**src/rtl/fft_frame_sequencer_if.sv**
```systemverilog
// fft_frame_sequencer_if: signal bundle between sample source, FFT core, display and the sequencer
//   sample_in/sample_valid : audio stream into the sequencer
//   t_bus/fft_start        : frame and start strobe towards the FFT core
//   fft_done/f_bus         : completion and spectrum back from the FFT core
//   spec_out/spec_valid    : captured spectrum towards the display
//   busy/overrun/timeout_err/clr_status : status and status clear
//   modport slave  : the sequencer's view
//   modport master : the surrounding system's view
interface fft_frame_sequencer_if #(parameter int N_PTS = 16, parameter int DW = 16);
  logic [DW-1:0]       sample_in;
  logic                sample_valid;
  logic [N_PTS*DW-1:0] t_bus;
  logic                fft_start;
  logic                fft_done;
  logic [N_PTS*DW-1:0] f_bus;
  logic [N_PTS*DW-1:0] spec_out;
  logic                spec_valid;
  logic                busy;
  logic                overrun;
  logic                timeout_err;
  logic                clr_status;
  modport master (
    output sample_in, sample_valid, fft_done, f_bus, clr_status,
    input  t_bus, fft_start, spec_out, spec_valid, busy, overrun, timeout_err
  );
  modport slave (
    input  sample_in, sample_valid, fft_done, f_bus, clr_status,
    output t_bus, fft_start, spec_out, spec_valid, busy, overrun, timeout_err
  );
endinterface

```
**src/rtl/fft_frame_sequencer.sv**
```systemverilog
// fft_frame_sequencer: frames an audio stream into N_PTS blocks (ping-pong banks) and sequences an FFT core
//   clk   : rising-edge clock
//   rst_n : asynchronous active-low reset
//   bus   : fft_frame_sequencer_if.slave (samples in, t_bus/fft_start out, fft_done/f_bus in,
//           spec_out/spec_valid/busy/overrun/timeout_err out, clr_status in)
//   Optional: define FFT_INPUT_CLIP_EN to saturate samples to [CLIP_MIN, CLIP_MAX] before storage.
module fft_frame_sequencer #(
  parameter int N_PTS    = 16,
  parameter int DW       = 16,
  parameter int TIMEOUT  = 64,
  parameter int CLIP_MAX = 511,
  parameter int CLIP_MIN = -512
) (
  input logic                  clk,
  input logic                  rst_n,
  fft_frame_sequencer_if.slave bus
);
  localparam int CW = $clog2(N_PTS);
  localparam int TW = $clog2(TIMEOUT);
`ifdef FFT_INPUT_CLIP_EN
  localparam bit CLIP_EN = 1'b1;
`else
  localparam bit CLIP_EN = 1'b0;
`endif
  typedef enum logic [1:0] {IDLE, START, WAIT, CAPTURE} state_t;
  state_t              state;
  logic [N_PTS*DW-1:0] bank [2];
  logic [1:0]          pend;
  logic                fill, cur, done_q;
  logic [CW-1:0]       wr_cnt;
  logic [TW-1:0]       tmo_cnt;
  logic [DW-1:0]       wdata;
  logic                done_rise, tmo, rel, other_busy, last, push, drop;
  assign wdata = (CLIP_EN && $signed(bus.sample_in) > CLIP_MAX) ? DW'(CLIP_MAX) :
                 (CLIP_EN && $signed(bus.sample_in) < CLIP_MIN) ? DW'(CLIP_MIN) : bus.sample_in;
  assign done_rise  = bus.fft_done && !done_q;
  assign tmo        = state == WAIT && !done_rise && tmo_cnt == TW'(TIMEOUT - 1);
  // a bank being released this cycle already counts as free for the fill side
  assign rel        = state == CAPTURE || tmo;
  assign other_busy = pend[~fill] || (state != IDLE && cur == ~fill && !rel);
  assign last       = bus.sample_valid && wr_cnt == CW'(N_PTS - 1);
  assign push       = last && !other_busy;
  assign drop       = last && other_busy;
  always_ff @(posedge clk or negedge rst_n)
    if (!rst_n) begin
      fill   <= 1'b0;
      wr_cnt <= '0;
    end else if (bus.sample_valid) begin
      wr_cnt <= last ? '0 : wr_cnt + 1'b1;
      fill   <= push ? ~fill : fill;
    end
  always_ff @(posedge clk)
    if (bus.sample_valid) bank[fill][int'(wr_cnt)*DW +: DW] <= wdata;
  always_ff @(posedge clk or negedge rst_n)
    if (!rst_n) begin
      state           <= IDLE;
      pend            <= '0;
      cur             <= 1'b0;
      done_q          <= 1'b0;
      tmo_cnt         <= '0;
      bus.t_bus       <= '0;
      bus.fft_start   <= 1'b0;
      bus.spec_out    <= '0;
      bus.spec_valid  <= 1'b0;
      bus.busy        <= 1'b0;
      bus.overrun     <= 1'b0;
      bus.timeout_err <= 1'b0;
    end else begin
      done_q          <= bus.fft_done;
      bus.fft_start   <= 1'b0;
      bus.spec_valid  <= 1'b0;
      bus.overrun     <= drop || (bus.overrun && !bus.clr_status);
      bus.timeout_err <= tmo || (bus.timeout_err && !bus.clr_status);
      // at most one bank is ever pending, so IDLE can clear both flags when it takes one
      pend <= (state == IDLE ? 2'b00 : pend) | (push ? (fill ? 2'b10 : 2'b01) : 2'b00);
      case (state)
        IDLE:
          if (|pend) begin
            state         <= START;
            cur           <= pend[1];
            bus.t_bus     <= bank[pend[1]];
            bus.fft_start <= 1'b1;
            bus.busy      <= 1'b1;
          end
        START: begin
          state   <= WAIT;
          tmo_cnt <= '0;
        end
        WAIT:
          if (done_rise) state <= CAPTURE;
          else if (tmo) begin
            state    <= IDLE;
            bus.busy <= 1'b0;
          end else tmo_cnt <= tmo_cnt + 1'b1;
        CAPTURE: begin
          state          <= IDLE;
          bus.spec_out   <= bus.f_bus;
          bus.spec_valid <= 1'b1;
          bus.busy       <= 1'b0;
        end
      endcase
    end
endmodule
```
**src/flat_wrapper.sv**
```systemverilog
// flat-port wrapper written by rule: the top's interface ports become plain ports
module fft_frame_sequencer_flat 
#(
  parameter int N_PTS    = 16,
  parameter int DW       = 16,
  parameter int TIMEOUT  = 64,
  parameter int CLIP_MAX = 511,
  parameter int CLIP_MIN = -512
)
  (clk, rst_n, bus_sample_in, bus_sample_valid, bus_fft_done, bus_f_bus, bus_clr_status, bus_t_bus, bus_fft_start, bus_spec_out, bus_spec_valid, bus_busy, bus_overrun, bus_timeout_err);
  fft_frame_sequencer_if #(.N_PTS(N_PTS), .DW(DW)) bus_i ();
  input logic clk;
  input logic rst_n;
  input wire logic [$bits(bus_i.sample_in)-1:0] bus_sample_in;
  input wire logic [$bits(bus_i.sample_valid)-1:0] bus_sample_valid;
  input wire logic [$bits(bus_i.fft_done)-1:0] bus_fft_done;
  input wire logic [$bits(bus_i.f_bus)-1:0] bus_f_bus;
  input wire logic [$bits(bus_i.clr_status)-1:0] bus_clr_status;
  output wire logic [$bits(bus_i.t_bus)-1:0] bus_t_bus;
  output wire logic [$bits(bus_i.fft_start)-1:0] bus_fft_start;
  output wire logic [$bits(bus_i.spec_out)-1:0] bus_spec_out;
  output wire logic [$bits(bus_i.spec_valid)-1:0] bus_spec_valid;
  output wire logic [$bits(bus_i.busy)-1:0] bus_busy;
  output wire logic [$bits(bus_i.overrun)-1:0] bus_overrun;
  output wire logic [$bits(bus_i.timeout_err)-1:0] bus_timeout_err;
  assign bus_i.sample_in = bus_sample_in;
  assign bus_i.sample_valid = bus_sample_valid;
  assign bus_i.fft_done = bus_fft_done;
  assign bus_i.f_bus = bus_f_bus;
  assign bus_i.clr_status = bus_clr_status;
  assign bus_t_bus = bus_i.t_bus;
  assign bus_fft_start = bus_i.fft_start;
  assign bus_spec_out = bus_i.spec_out;
  assign bus_spec_valid = bus_i.spec_valid;
  assign bus_busy = bus_i.busy;
  assign bus_overrun = bus_i.overrun;
  assign bus_timeout_err = bus_i.timeout_err;
  fft_frame_sequencer #(.N_PTS(N_PTS), .DW(DW), .TIMEOUT(TIMEOUT), .CLIP_MAX(CLIP_MAX), .CLIP_MIN(CLIP_MIN)) u_core (.clk(clk), .rst_n(rst_n), .bus(bus_i));
endmodule
```
**config.mk**
```make
export PLATFORM = sky130hd
export DESIGN_NAME = fft_frame_sequencer_flat
export DESIGN_NICKNAME = d
export VERILOG_FILES = /design/src/rtl/fft_frame_sequencer_if.sv /design/src/rtl/fft_frame_sequencer.sv /design/src/flat_wrapper.sv
export SDC_FILE = /design/constraint.sdc
export NUM_CORES = 1
export LEC_CHECK = 0
export BUFFER_PORTS_ARGS = -buffer_cell sky130_fd_sc_hd__buf_2
export CAP_MARGIN = 20
export CORE_ASPECT_RATIO = 2
export CORE_MARGIN = 2
export CORE_UTILIZATION = 37
export CTS_BUF_LIST = sky130_fd_sc_hd__clkbuf_2 sky130_fd_sc_hd__clkbuf_4 sky130_fd_sc_hd__clkbuf_8
export CTS_CLUSTER_SIZE = 24
export DETAILED_ROUTE_END_ITERATION = 16
export HOLD_SLACK_MARGIN = 0.12
export PLACE_DENSITY = 0.63
export SYNTH_ARGS = -nofsm -noshare
export SYNTH_HDL_FRONTEND = slang
export SYNTH_SLANG_ARGS = --single-unit
```
**constraint.sdc**
```tcl
create_clock -name clk -period 3 [get_ports clk]
set_input_delay 0.9 -clock clk [delete_from_list [all_inputs] [get_ports clk]]
set_output_delay 0.9 -clock clk [all_outputs]
set_load 0.02 [all_outputs]
```
==> results.txt, run 1 <==
status - complete, no violations
part of the power in registers - 41.5%
DRC Markers - 0
startpoint types - flip-flop
fin cells - 5090
Placer Congestion - 0.8768
clk_lat worst skew - 0.86 ns
final hold violations - 0
worst r2r src - u_core.wr_cnt[2]$_DFFE_PN0P_
core region area - 0.1059 mm^2
worst clock skew - 0.03904 ns
Placed Cells - 4815
CTS tree - done
remaining global-route overflow - 0
number of flops mapped to enable cells by yosys - 512
largest net degree at the start of global routing - 114
register area share after synthesis - 72.84%
Synth Flop Type - dfrtp_1
CTS buffer count - 148
Die H - 465.8 um
IO Pins - 794
Yosys cell types - 52
Finished Cell Area - 0.04908 mm^2
clock sinks - 1046
Critical Path Source - u_core.wr_cnt[2]$_DFFE_PN0P_
Worst Setup Path Type - flip-flop to flip-flop
DIE WIDTH - 234.9 um
Crit path depth - 6
row count - 169
CP cell instances - nor3_1 > ha_1 > a31oi_1 > nand2_1 > nor2_2 > buf_4
CP max-delay cell - dfrtp_1
RSZ-0062 raised after global routing - false
NetSw - 19.14 mW
crit path to - u_core.bank[0][23]$_DFFE_PP_
post-CTS resize count - 0
Critical Path Max Stage Delay - 0.52 ns
PortBufs - 793
Worst-path clk slew - 0.06 ns
Die Area - 0.1094 mm^2
Cell Int Power - 31.35 mW
Detailed Route Iter0 Violations - 1428
Post-Syn Instances - 2691
DRT Pass-1 Iters - 7
WL/cell - 24.96 um
Worst Path Max Fanout - 11
Worst R2R Setup Slack - 0.32 ns
asr flop ratio synth - 51.05%
Final nets - 3884
most common cell after layout, fill and taps aside - buf_2
CP Buf/Inv Count - 1
Slew Limit Fails - 0
Via Count - 25.17k
drt total wl - 127000 um
DP HPWL - 97120 um
Root Driver - clkbuf_8
DP Area - 0.04571 mm^2
Lkg Pwr - 20.02 nW
Worst Path Arrival - 3.23 ns
H-tree Lvls - 4
fin crit share - 89.46%
yosys warns - 0
initial antenna violation count - 6
Syn Std Cell Area - 0.03945 mm^2
Switching Share - 37.91%
Syn-to-layout area delta - 24.42%
post-layout minimum cycle time - 2.684 ns
share of layout cells above drive strength 1 - 39.78%
clock share of power - 24.6%
Final Power - 50.49 mW
FF-to-FF path depth - 6
most frequent cells in the layout - buf_2 (792), dfrtp_1 (533), edfxtp_1 (512), nand2_1 (321), o21ai_0 (268)
max_slew headroom - 37.54%
GRT Total Usage - 22.92%
HP Class - primary input to flip-flop
slew of the pin with the lowest slew margin - 0.9334 ns
clock buffer depth - 3
critical path endpoint category - flip-flop
number of nets with antenna violations after routing - 0
Critical Path RT - 3.55 ns
RR Endpoint - u_core.bank[0][23]$_DFFE_PP_
Highest Clock Rate - 0.3726 GHz
Max IR drop VDD - 0.6669 mV
setup violators final - 0
CP top delay family - simple AND/OR/NAND/NOR gates
Pwr Density - 1029 mW/mm^2
average size of a mapped cell - 14.66 um^2
part of the power in combinational logic - 33.9%
Syn Nets - 2975
register bit total from synthesis - 1046
vias in the first global route - 25.94k
Max-Cap Viols - 0
Starting Density - 37.24%
Hold WS - 0.2758 ns
first-pass GRT wire length - 179900 um
vias per cell - 4.944
[routing by layer]
metal / vias up / routed length (um) / GRT usage, %
met2: 1114 / 68180 / 42.46
met3: 273 / 7574 / 5.128
met5: - / 14 / 0
li1: 11400 / - / -
met4: 2 / 10390 / 16.91
met1: 12380 / 40860 / 22.02
[per-stage QoR]
step / setup TNS (ns) / utilization, % / setup WS, ns
final: 0 / 46.33 / 0.3162
after global routing: 0 / 46.33 / 0.1008
after CTS: 0 / 46.32 / 0.3096
after detailed placement: 0 / 43.15 / 0.3367
after global placement: 0 / 43.15 / 0.3417
after floorplan: -25.62 / - / -0.2022
[synthesized netlist by cell type (2+ instances only)]
cell type | instances | area, um^2
clkbuf_1 | 65 | 244.0
mux2_2 | 256 | 2883
buf_2 | 74 | 370.4
inv_1 | 16 | 60.06
nand2b_1 | 4 | 25.02
nand4_1 | 2 | 12.51
and2_4 | 10 | 87.58
and3_1 | 2 | 12.51
edfxtp_1 | 512 | 15370
mux2i_1 | 256 | 2562
a21oi_1 | 5 | 25.02
nor4_1 | 2 | 12.51
a21boi_0 | 2 | 15.01
nand2_1 | 322 | 1209
buf_1 | 8 | 30.03
nand4b_1 | 2 | 17.52
buf_4 | 3 | 22.52
xnor2_1 | 3 | 26.28
dfrtp_1 | 534 | 13360
nor2b_1 | 4 | 25.02
o311ai_0 | 3 | 26.28
nand3_1 | 12 | 60.06
ha_1 | 7 | 87.58
nor3_1 | 29 | 145.1
nor2_1 | 192 | 720.7
a22o_1 | 2 | 17.52
buf_6 | 3 | 33.78
a31oi_1 | 3 | 18.77
and2_1 | 68 | 425.4
o21ai_0 | 268 | 1341
[kinds of logic after synthesis]
kind of cell | share of synthesized area (%)
DFF | 72.84
and+or+nand+nor | 7.199
muxes | 13.80
AOI/OAI and AO/OA | 3.926
buffers and inverters | 1.941
adders and majority gates | 0.2220
xor gates and xnor gates | 0.06661
[state kept, by name, summed over array words and instances (netlist names)]
signal and flops:
u_core.bank 512, u_core.bus.spec_out 256, u_core.bus.t_bus 256, u_core.tmo_cnt 6, u_core.wr_cnt 4, u_core.pend 2
u_core.state 2, u_core.bus.busy 1, u_core.bus.fft_start 1, u_core.bus.overrun 1, u_core.bus.spec_valid 1, u_core.bus.timeout_err 1
u_core.cur 1, u_core.done_q 1, u_core.fill 1
[worst register-to-register path: stages (launching register included)]
cell and delay (ns):
dfrtp_1 0.52, nor3_1 0.10, ha_1 0.20, a31oi_1 0.33, nand2_1 0.51, nor2_2 0.44, buf_4 0.28
[how the worst min path moves through the flow]
stage                                                 start                              endpoint  slack, ns  depth (start not counted)
after floorplan                      u_core.cur$_DFFE_PN0P_                u_core.cur$_DFFE_PN0P_       0.48                          1
after global placement    u_core.bus.t_bus[204]$_DFFE_PN0P_     u_core.bus.t_bus[204]$_DFFE_PN0P_       0.46                          2
after detailed placement   u_core.bus.t_bus[13]$_DFFE_PN0P_      u_core.bus.t_bus[13]$_DFFE_PN0P_       0.47                          2
after CTS                                     bus_f_bus[50]   u_core.bus.spec_out[50]$_DFFE_PN0P_       0.16                          2
after global routing                         bus_f_bus[225]  u_core.bus.spec_out[225]$_DFFE_PN0P_       0.20                          2
final                                        bus_clr_status      u_core.bus.timeout_err$_DFF_PN0_       0.28                          2
[final cells by class]
class	instances	area (um^2)
diodes	2	5.005
clock buffers	210	2653
clock inverters	60	685.7
fillers	9465	56850
inverters	16	60.06
multi-input cells	1475	10140
flip-flops and latches	1046	28740
well taps	1368	1712
repair buffers	913	5091
[power by group through the flow]
stage          Sequential, mW  Combinational [mW]  Clock (mW)
4_1_cts                  21.0                17.4        12.8
3_5_place_dp             21.2                17.4           0
3_3_place_gp             21.1                17.2           0
5_1_grt                  21.4                18.1        13.3
2_1_floorplan            25.0                5.54           0
6_report                 21.0                17.1        12.4
[timing repair]
action	in CTS	in global routing
endpoints found under the setup margin	0	0
setup buffers	0	0
hold buffers	2	0
endpoints found under the hold margin	30	0
No activity file was read; power rests on OpenSTA's default activity.
==> run 2: changes to the inputs <==
--- a/config.mk
+++ b/config.mk
@@ -14,7 +14,7 @@
 export CTS_CLUSTER_SIZE = 24
 export DETAILED_ROUTE_END_ITERATION = 16
 export HOLD_SLACK_MARGIN = 0.12
-export PLACE_DENSITY = 0.63
+export PLACE_DENSITY_LB_ADDON = 0.12
 export SYNTH_ARGS = -nofsm -noshare
 export SYNTH_HDL_FRONTEND = slang
 export SYNTH_SLANG_ARGS = --single-unit
==> results.txt, run 2 (synthesis results as in run 1) <==
status - complete, no violations (unchanged)
Finished Cell Area - 0.04924 mm^2 (was 0.04908 mm^2)
PortBufs - 793 (unchanged)
Starting Density - 37.24% (unchanged)
Worst Path Max Fanout - 17 (was 11)
RSZ-0062 raised after global routing - false (unchanged)
Max-Cap Viols - 0 (unchanged)
Worst-path clk slew - 0.07 ns (was 0.06 ns)
clock sinks - 1046 (unchanged)
DP HPWL - 109300 um (was 97120 um)
clk_lat worst skew - 0.83 ns (was 0.86 ns)
RR Endpoint - u_core.bank[0][80]$_DFFE_PP_ (was u_core.bank[0][23]$_DFFE_PP_)
Switching Share - 38.71% (was 37.91%)
final hold violations - 0 (unchanged)
row count - 169 (unchanged)
Placed Cells - 4830 (was 4815)
NetSw - 19.86 mW (was 19.14 mW)
most frequent cells in the layout - buf_2 (792), dfrtp_1 (533), edfxtp_1 (512), nand2_1 (322), o21ai_0 (268) (was buf_2 (792), dfrtp_1 (533), edfxtp_1 (512), nand2_1 (321), o21ai_0 (268))
Cell Int Power - 31.45 mW (was 31.35 mW)
H-tree Lvls - 4 (unchanged)
DRC Markers - 0 (unchanged)
clock buffer depth - 3 (unchanged)
Critical Path Max Stage Delay - 0.46 ns (was 0.52 ns)
post-layout minimum cycle time - 2.653 ns (was 2.684 ns)
CTS tree - done (unchanged)
CP cell instances - inv_1 > ha_1 > and2_1 > buf_4 > nand2_1 > nor3_2 > buf_4 (was nor3_1 > ha_1 > a31oi_1 > nand2_1 > nor2_2 > buf_4)
Via Count - 25.69k (was 25.17k)
share of layout cells above drive strength 1 - 40.25% (was 39.78%)
Final Power - 51.32 mW (was 50.49 mW)
CP max-delay cell - dfrtp_1 (unchanged)
Highest Clock Rate - 0.3769 GHz (was 0.3726 GHz)
critical path endpoint category - flip-flop (unchanged)
DRT Pass-1 Iters - 5 (was 7)
DP Area - 0.04583 mm^2 (was 0.04571 mm^2)
max_slew headroom - 43.45% (was 37.54%)
clock share of power - 24.5% (was 24.6%)
part of the power in registers - 41.1% (was 41.5%)
Hold WS - 0.3023 ns (was 0.2758 ns)
WL/cell - 27.65 um (was 24.96 um)
core region area - 0.1059 mm^2 (unchanged)
remaining global-route overflow - 0 (unchanged)
Largest Register - u_core.bank (unchanged)
Pwr Density - 1042 mW/mm^2 (was 1029 mW/mm^2)
cell repeated most along the worst path - buf_4
startpoint types - flip-flop (unchanged)
worst clock skew - 0.03481 ns (was 0.03904 ns)
area of the multi-input gates - 0.01014 mm^2 (about the same)
Worst Path Arrival - 3.16 ns (was 3.23 ns)
number of nets with antenna violations after routing - 0 (unchanged)
Placer Congestion - 0.9532 (was 0.8768)
first-pass GRT wire length - 197900 um (was 179900 um)
Worst Setup Path Type - flip-flop to flip-flop (unchanged)
worst r2r src - u_core.wr_cnt[1]$_DFFE_PN0P_ (was u_core.wr_cnt[2]$_DFFE_PN0P_)
part of the power in combinational logic - 34.4% (was 33.9%)
Filler cells - 9579 (was 9465)
Die H - 465.8 um (unchanged)
fin crit share - 88.44% (was 89.46%)
IO Pins - 794 (unchanged)
vias per cell - 5.021 (was 4.944)
biggest regs - u_core.bank (512), u_core.bus.spec_out (256), u_core.bus.t_bus (256) (unchanged)
Root Driver - clkbuf_8 (unchanged)
FF-to-FF path depth - 7 (was 6)
crit path to - u_core.bank[0][80]$_DFFE_PP_ (was u_core.bank[0][23]$_DFFE_PP_)
Detailed Route Iter0 Violations - 1625 (was 1428)
largest net degree at the start of global routing - 149 (was 114)
most common cell after layout, fill and taps aside - buf_2 (unchanged)
Die Area - 0.1094 mm^2 (unchanged)
setup total negative slack - 0 ns (unchanged)
Worst Min Path Start - bus_f_bus[5] (was bus_clr_status)
initial antenna violation count - 10 (was 6)
Max IR drop VDD - 0.6072 mV (was 0.6669 mV)
Critical Path Source - u_core.wr_cnt[1]$_DFFE_PN0P_ (was u_core.wr_cnt[2]$_DFFE_PN0P_)
FF+latch area - 0.02874 mm^2 (unchanged)
Slew Limit Fails - 0 (unchanged)
postcts setup bufs - 0 (unchanged)
HP Class - primary input to flip-flop (unchanged)
CTS buffer count - 152 (was 148)
slew of the pin with the lowest slew margin - 0.8451 ns (was 0.9334 ns)
max reg flops - 512 (unchanged)
vias in the first global route - 27.39k (was 25.94k)
DIE WIDTH - 234.9 um (unchanged)
Critical Path RT - 3.51 ns (was 3.55 ns)
drt total wl - 141500 um (was 127000 um)
Worst R2R Setup Slack - 0.35 ns (was 0.32 ns)
fin cells - 5116 (was 5090)
setup violators final - 0 (unchanged)
Lkg Pwr - 20.09 nW (was 20.02 nW)
GRT Total Usage - 25.56% (was 22.92%)
Syn-to-layout area delta - 24.81% (was 24.42%)
Final nets - 3902 (was 3884)
## run 2: changes by cell type in the layout (fill, tap and decap cells not counted), moves of 2 or more
cell,change
buf_4,+14
clkbuf_8,+10
clkbuf_4,+8
nor2_1,-4
nor2_2,+4
bufinv_16,-3
clkinv_8,-3
clkinvlp_4,+3
clkinv_4,-2
diode_2,+2
inv_6,-2
## run 2: layout make-up
type                       instances  share of cell area [%]
sequential                      1046                   58.37
multi-input combinational       1475                   20.59
timing repair buffer             927                   10.57
clock buffer                     229                   5.816
tap                             1368                   3.476
clock inverter                    51                   1.042
inverter                          16                  0.1220
antenna                            4                 0.02033
## run 2: power by group through the flow
stage	logic, mW	clock network, mW	registers (mW)
global placement	17.7	0	21.2
CTS	17.9	12.9	21.1
floorplan	5.54	0	25.0
detailed placement	17.9	0	21.3
finish	17.7	12.6	21.1
global route	18.7	13.5	21.5
## run 2: how the worst min path moves through the flow
stage / end / slack, ns / cells after the start
floorplan: u_core.cur$_DFFE_PN0P_ / 0.48 / 1
global placement: u_core.bus.t_bus[234]$_DFFE_PN0P_ / 0.46 / 2
detailed placement: u_core.bus.t_bus[47]$_DFFE_PN0P_ / 0.47 / 2
CTS: u_core.bus.spec_out[12]$_DFFE_PN0P_ / 0.20 / 2
global route: u_core.bus.spec_out[98]$_DFFE_PN0P_ / 0.21 / 2
finish: u_core.bus.spec_out[5]$_DFFE_PN0P_ / 0.30 / 2
## run 2: per-stage QoR
stage	setup WS (ns)	util [%]
after floorplan	-0.2022	-
after global placement	0.1935	43.26
after detailed placement	0.1600	43.26
after CTS	0.1329	46.47
after global routing	0.1574	46.48
final	0.3469	46.48
## run 2: repair_timing
item | CTS | global route
resized for setup | 0 | 2
endpoints found under the setup margin | 0 | 36
endpoints found under the hold margin | 35 | 0
hold buffers | 2 | 0
## run 2: critical path, delay by kind of cell (launching register included)
kind          cells  cell delay, ns
fa+ha+maj         1            0.41
buf+inv           3            0.59
flops             1            0.46
simple gates      3            0.85
## run 2: metal layers
layer	GRT usage (%)	routed length [um]	share of wire [%]	up-vias
met2	45.91	73390	52	1146
met4	17.75	11230	7.9	4
li1	-	-	-	11410
met5	0	27	0.019	-
met3	7.913	11230	7.9	311
met1	24.83	45590	32	12810
==> run 3: changes to the inputs <==
==> constraint.sdc (replaced) <==
create_clock -name clk -period 2.95 [get_ports clk]
set_input_delay 0.885 -clock clk [delete_from_list [all_inputs] [get_ports clk]]
set_output_delay 0.885 -clock clk [all_outputs]
set_load 0.02 [all_outputs]
==> results.txt, run 3 (synthesis results as in run 1) <==
status - complete, no violations (unchanged)
top routing layer in use - met5 (unchanged)
crit path to - u_core.bank[1][13]$_DFFE_PP_ (was u_core.bank[0][80]$_DFFE_PP_)
biggest regs - u_core.bank (512), u_core.bus.spec_out (256), u_core.bus.t_bus (256) (unchanged)
Worst Min Path Start - bus_f_bus[21] (was bus_f_bus[5])
HP Class - primary input to flip-flop (unchanged)
RSZ-0062 raised after global routing - false (unchanged)
Metal-1 WL - 46490 um (was 45590 um)
share of layout cells above drive strength 1 - 40.11% (was 40.25%)
Via Count - 25.83k (was 25.69k)
final hold violations - 0 (unchanged)
clock sinks - 1046 (unchanged)
DRC Markers - 0 (unchanged)
fin crit share - 92.06% (was 88.44%)
vias per cell - 5.043 (was 5.021)
Worst-path clk slew - 0.07 ns (about the same)
worst clock skew - 0.04530 ns (was 0.03481 ns)
initial antenna violation count - 15 (was 10)
Placer Congestion - 0.9211 (was 0.9532)
vias in the first global route - 27.19k (was 27.39k)
CTS buffer count - 151 (was 152)
number of nets with antenna violations after routing - 0 (unchanged)
remaining global-route overflow - 0 (unchanged)
Worst Path Arrival - 3.22 ns (was 3.16 ns)
DRT Pass-1 Iters - 6 (was 5)
CP top delay family - simple AND/OR/NAND/NOR gates (unchanged)
CP cell instances - inv_1 > ha_1 > or3b_2 > nor4_4 > nand3_1 > nor2_1 > buf_4 (was inv_1 > ha_1 > and2_1 > buf_4 > nand2_1 > nor3_2 > buf_4)
critical path endpoint category - flip-flop (unchanged)
CP max-delay cell - dfrtp_1 (unchanged)
Root Driver - clkbuf_8 (unchanged)
max_slew headroom - 46.28% (was 43.45%)
max reg flops - 512 (unchanged)
Lkg Pwr - 20.03 nW (was 20.09 nW)
Die Area - 0.1094 mm^2 (unchanged)
post-CTS resize count - 0 (unchanged)
RR Endpoint - u_core.bank[1][13]$_DFFE_PP_ (was u_core.bank[0][80]$_DFFE_PP_)
DIE WIDTH - 234.9 um (unchanged)
Critical Path Max Stage Delay - 0.55 ns (was 0.46 ns)
slew of the pin with the lowest slew margin - 0.8015 ns (was 0.8451 ns)
Pwr Density - 1049 mW/mm^2 (was 1042 mW/mm^2)
Detailed Route Iter0 Violations - 1936 (was 1625)
postcts setup bufs - 0 (unchanged)
Die H - 465.8 um (unchanged)
first-pass GRT wire length - 200300 um (was 197900 um)
area of the multi-input gates - 0.01012 mm^2 (was 0.01014 mm^2)
Worst Setup Path Type - flip-flop to flip-flop (unchanged)
core region area - 0.1059 mm^2 (unchanged)
Critical Path RT - 3.46 ns (was 3.51 ns)
Starting Density - 37.24% (unchanged)
Critical Path Source - u_core.wr_cnt[0]$_DFFE_PN0P_ (was u_core.wr_cnt[1]$_DFFE_PN0P_)
Final Core Density - 46.36% (was 46.48%)
post-layout minimum cycle time - 2.716 ns (was 2.653 ns)
DP HPWL - 111300 um (was 109300 um)
Syn-to-layout area delta - 24.49% (was 24.81%)
Final nets - 3913 (was 3902)
worst r2r src - u_core.wr_cnt[0]$_DFFE_PN0P_ (was u_core.wr_cnt[1]$_DFFE_PN0P_)
FF-to-FF path depth - 7 (unchanged)
DP Area - 0.04590 mm^2 (was 0.04583 mm^2)
PortBufs - 793 (unchanged)
Crit path depth - 7 (unchanged)
Met2 Routed Length - 74600 um (was 73390 um)
CP Buf/Inv Count - 2 (was 3)
Worst Path Max Fanout - 15 (was 17)
Max IR drop VDD - 0.6008 mV (was 0.6072 mV)
CTS tree - done (unchanged)
row count - 169 (unchanged)
Filler cells - 9652 (was 9579)
FF+latch area - 0.02874 mm^2 (unchanged)
WL/cell - 27.94 um (was 27.65 um)
hold_buf cts - 2 (unchanged)
Met3 Routed Length - 11530 um (was 11230 um)
H-tree Lvls - 4 (unchanged)
setup violators final - 0 (unchanged)
Max-Cap Viols - 0 (unchanged)
Slew Limit Fails - 0 (unchanged)
drt total wl - 143100 um (was 141500 um)
clk_lat worst skew - 0.85 ns (was 0.83 ns)
most common cell after layout, fill and taps aside - buf_2 (unchanged)
Worst R2R Setup Slack - 0.23 ns (was 0.35 ns)
clock buffer depth - 3 (unchanged)
Highest Clock Rate - 0.3682 GHz (was 0.3769 GHz)
most frequent cells in the layout - buf_2 (792), dfrtp_1 (533), edfxtp_1 (512), nand2_1 (322), o21ai_0 (268) (unchanged)
largest net degree at the start of global routing - 132 (was 149)
startpoint types - flip-flop (unchanged)
IO Pins - 794 (unchanged)
GRT Total Usage - 25.90% (was 25.56%)
Largest Register - u_core.bank (unchanged)
Finished Cell Area - 0.04911 mm^2 (was 0.04924 mm^2)
run 3: routing by layer:
layer	global-route usage [%]	up-vias
li1	-	11440
met1	25.68	12940
met2	46.52	1188
met3	7.925	261
met4	16.86	8
met5	0	-
run 3: how the worst min path moves through the flow:
stage	end	depth (start not counted)
2_1_floorplan	u_core.cur$_DFFE_PN0P_	1
3_3_place_gp	u_core.bus.t_bus[246]$_DFFE_PN0P_	2
3_5_place_dp	u_core.bus.t_bus[18]$_DFFE_PN0P_	2
4_1_cts	u_core.bus.spec_out[21]$_DFFE_PN0P_	2
5_1_grt	u_core.bus.spec_out[144]$_DFFE_PN0P_	2
6_report	u_core.bus.spec_out[21]$_DFFE_PN0P_	2
run 3: cell type report:
cell class	count	area share, %
inverter	16	0.1223
clock inverter	44	0.7235
timing repair buffer	939	10.77
sequential	1046	58.52
multi-input combinational	1475	20.61
antenna	2	0.01019
tap	1368	3.485
clock buffer	232	5.762
run 3: per-stage QoR:
stage	hold WS, ns	power, mW	setup TNS (ns)	std cells	setup slack, ns
4_1_cts	0.1735	52.13	0	5120	0.2397
5_1_grt	0.2030	53.96	0	5122	0.05826
3_5_place_dp	0.4675	39.80	0	4842	0.2908
3_3_place_gp	0.4620	39.47	0	4840	0.1358
2_1_floorplan	0.4844	31.09	-30.38	2691	-0.2522
6_report	0.2770	51.50	0	5122	0.2342
run 3: power breakdown:
part           switching [mW]  leakage (nW)  internal [mW]
Clock                    5.73          1.68           6.43
Sequential               2.19          10.6           19.3
Combinational            12.1          7.71           5.76
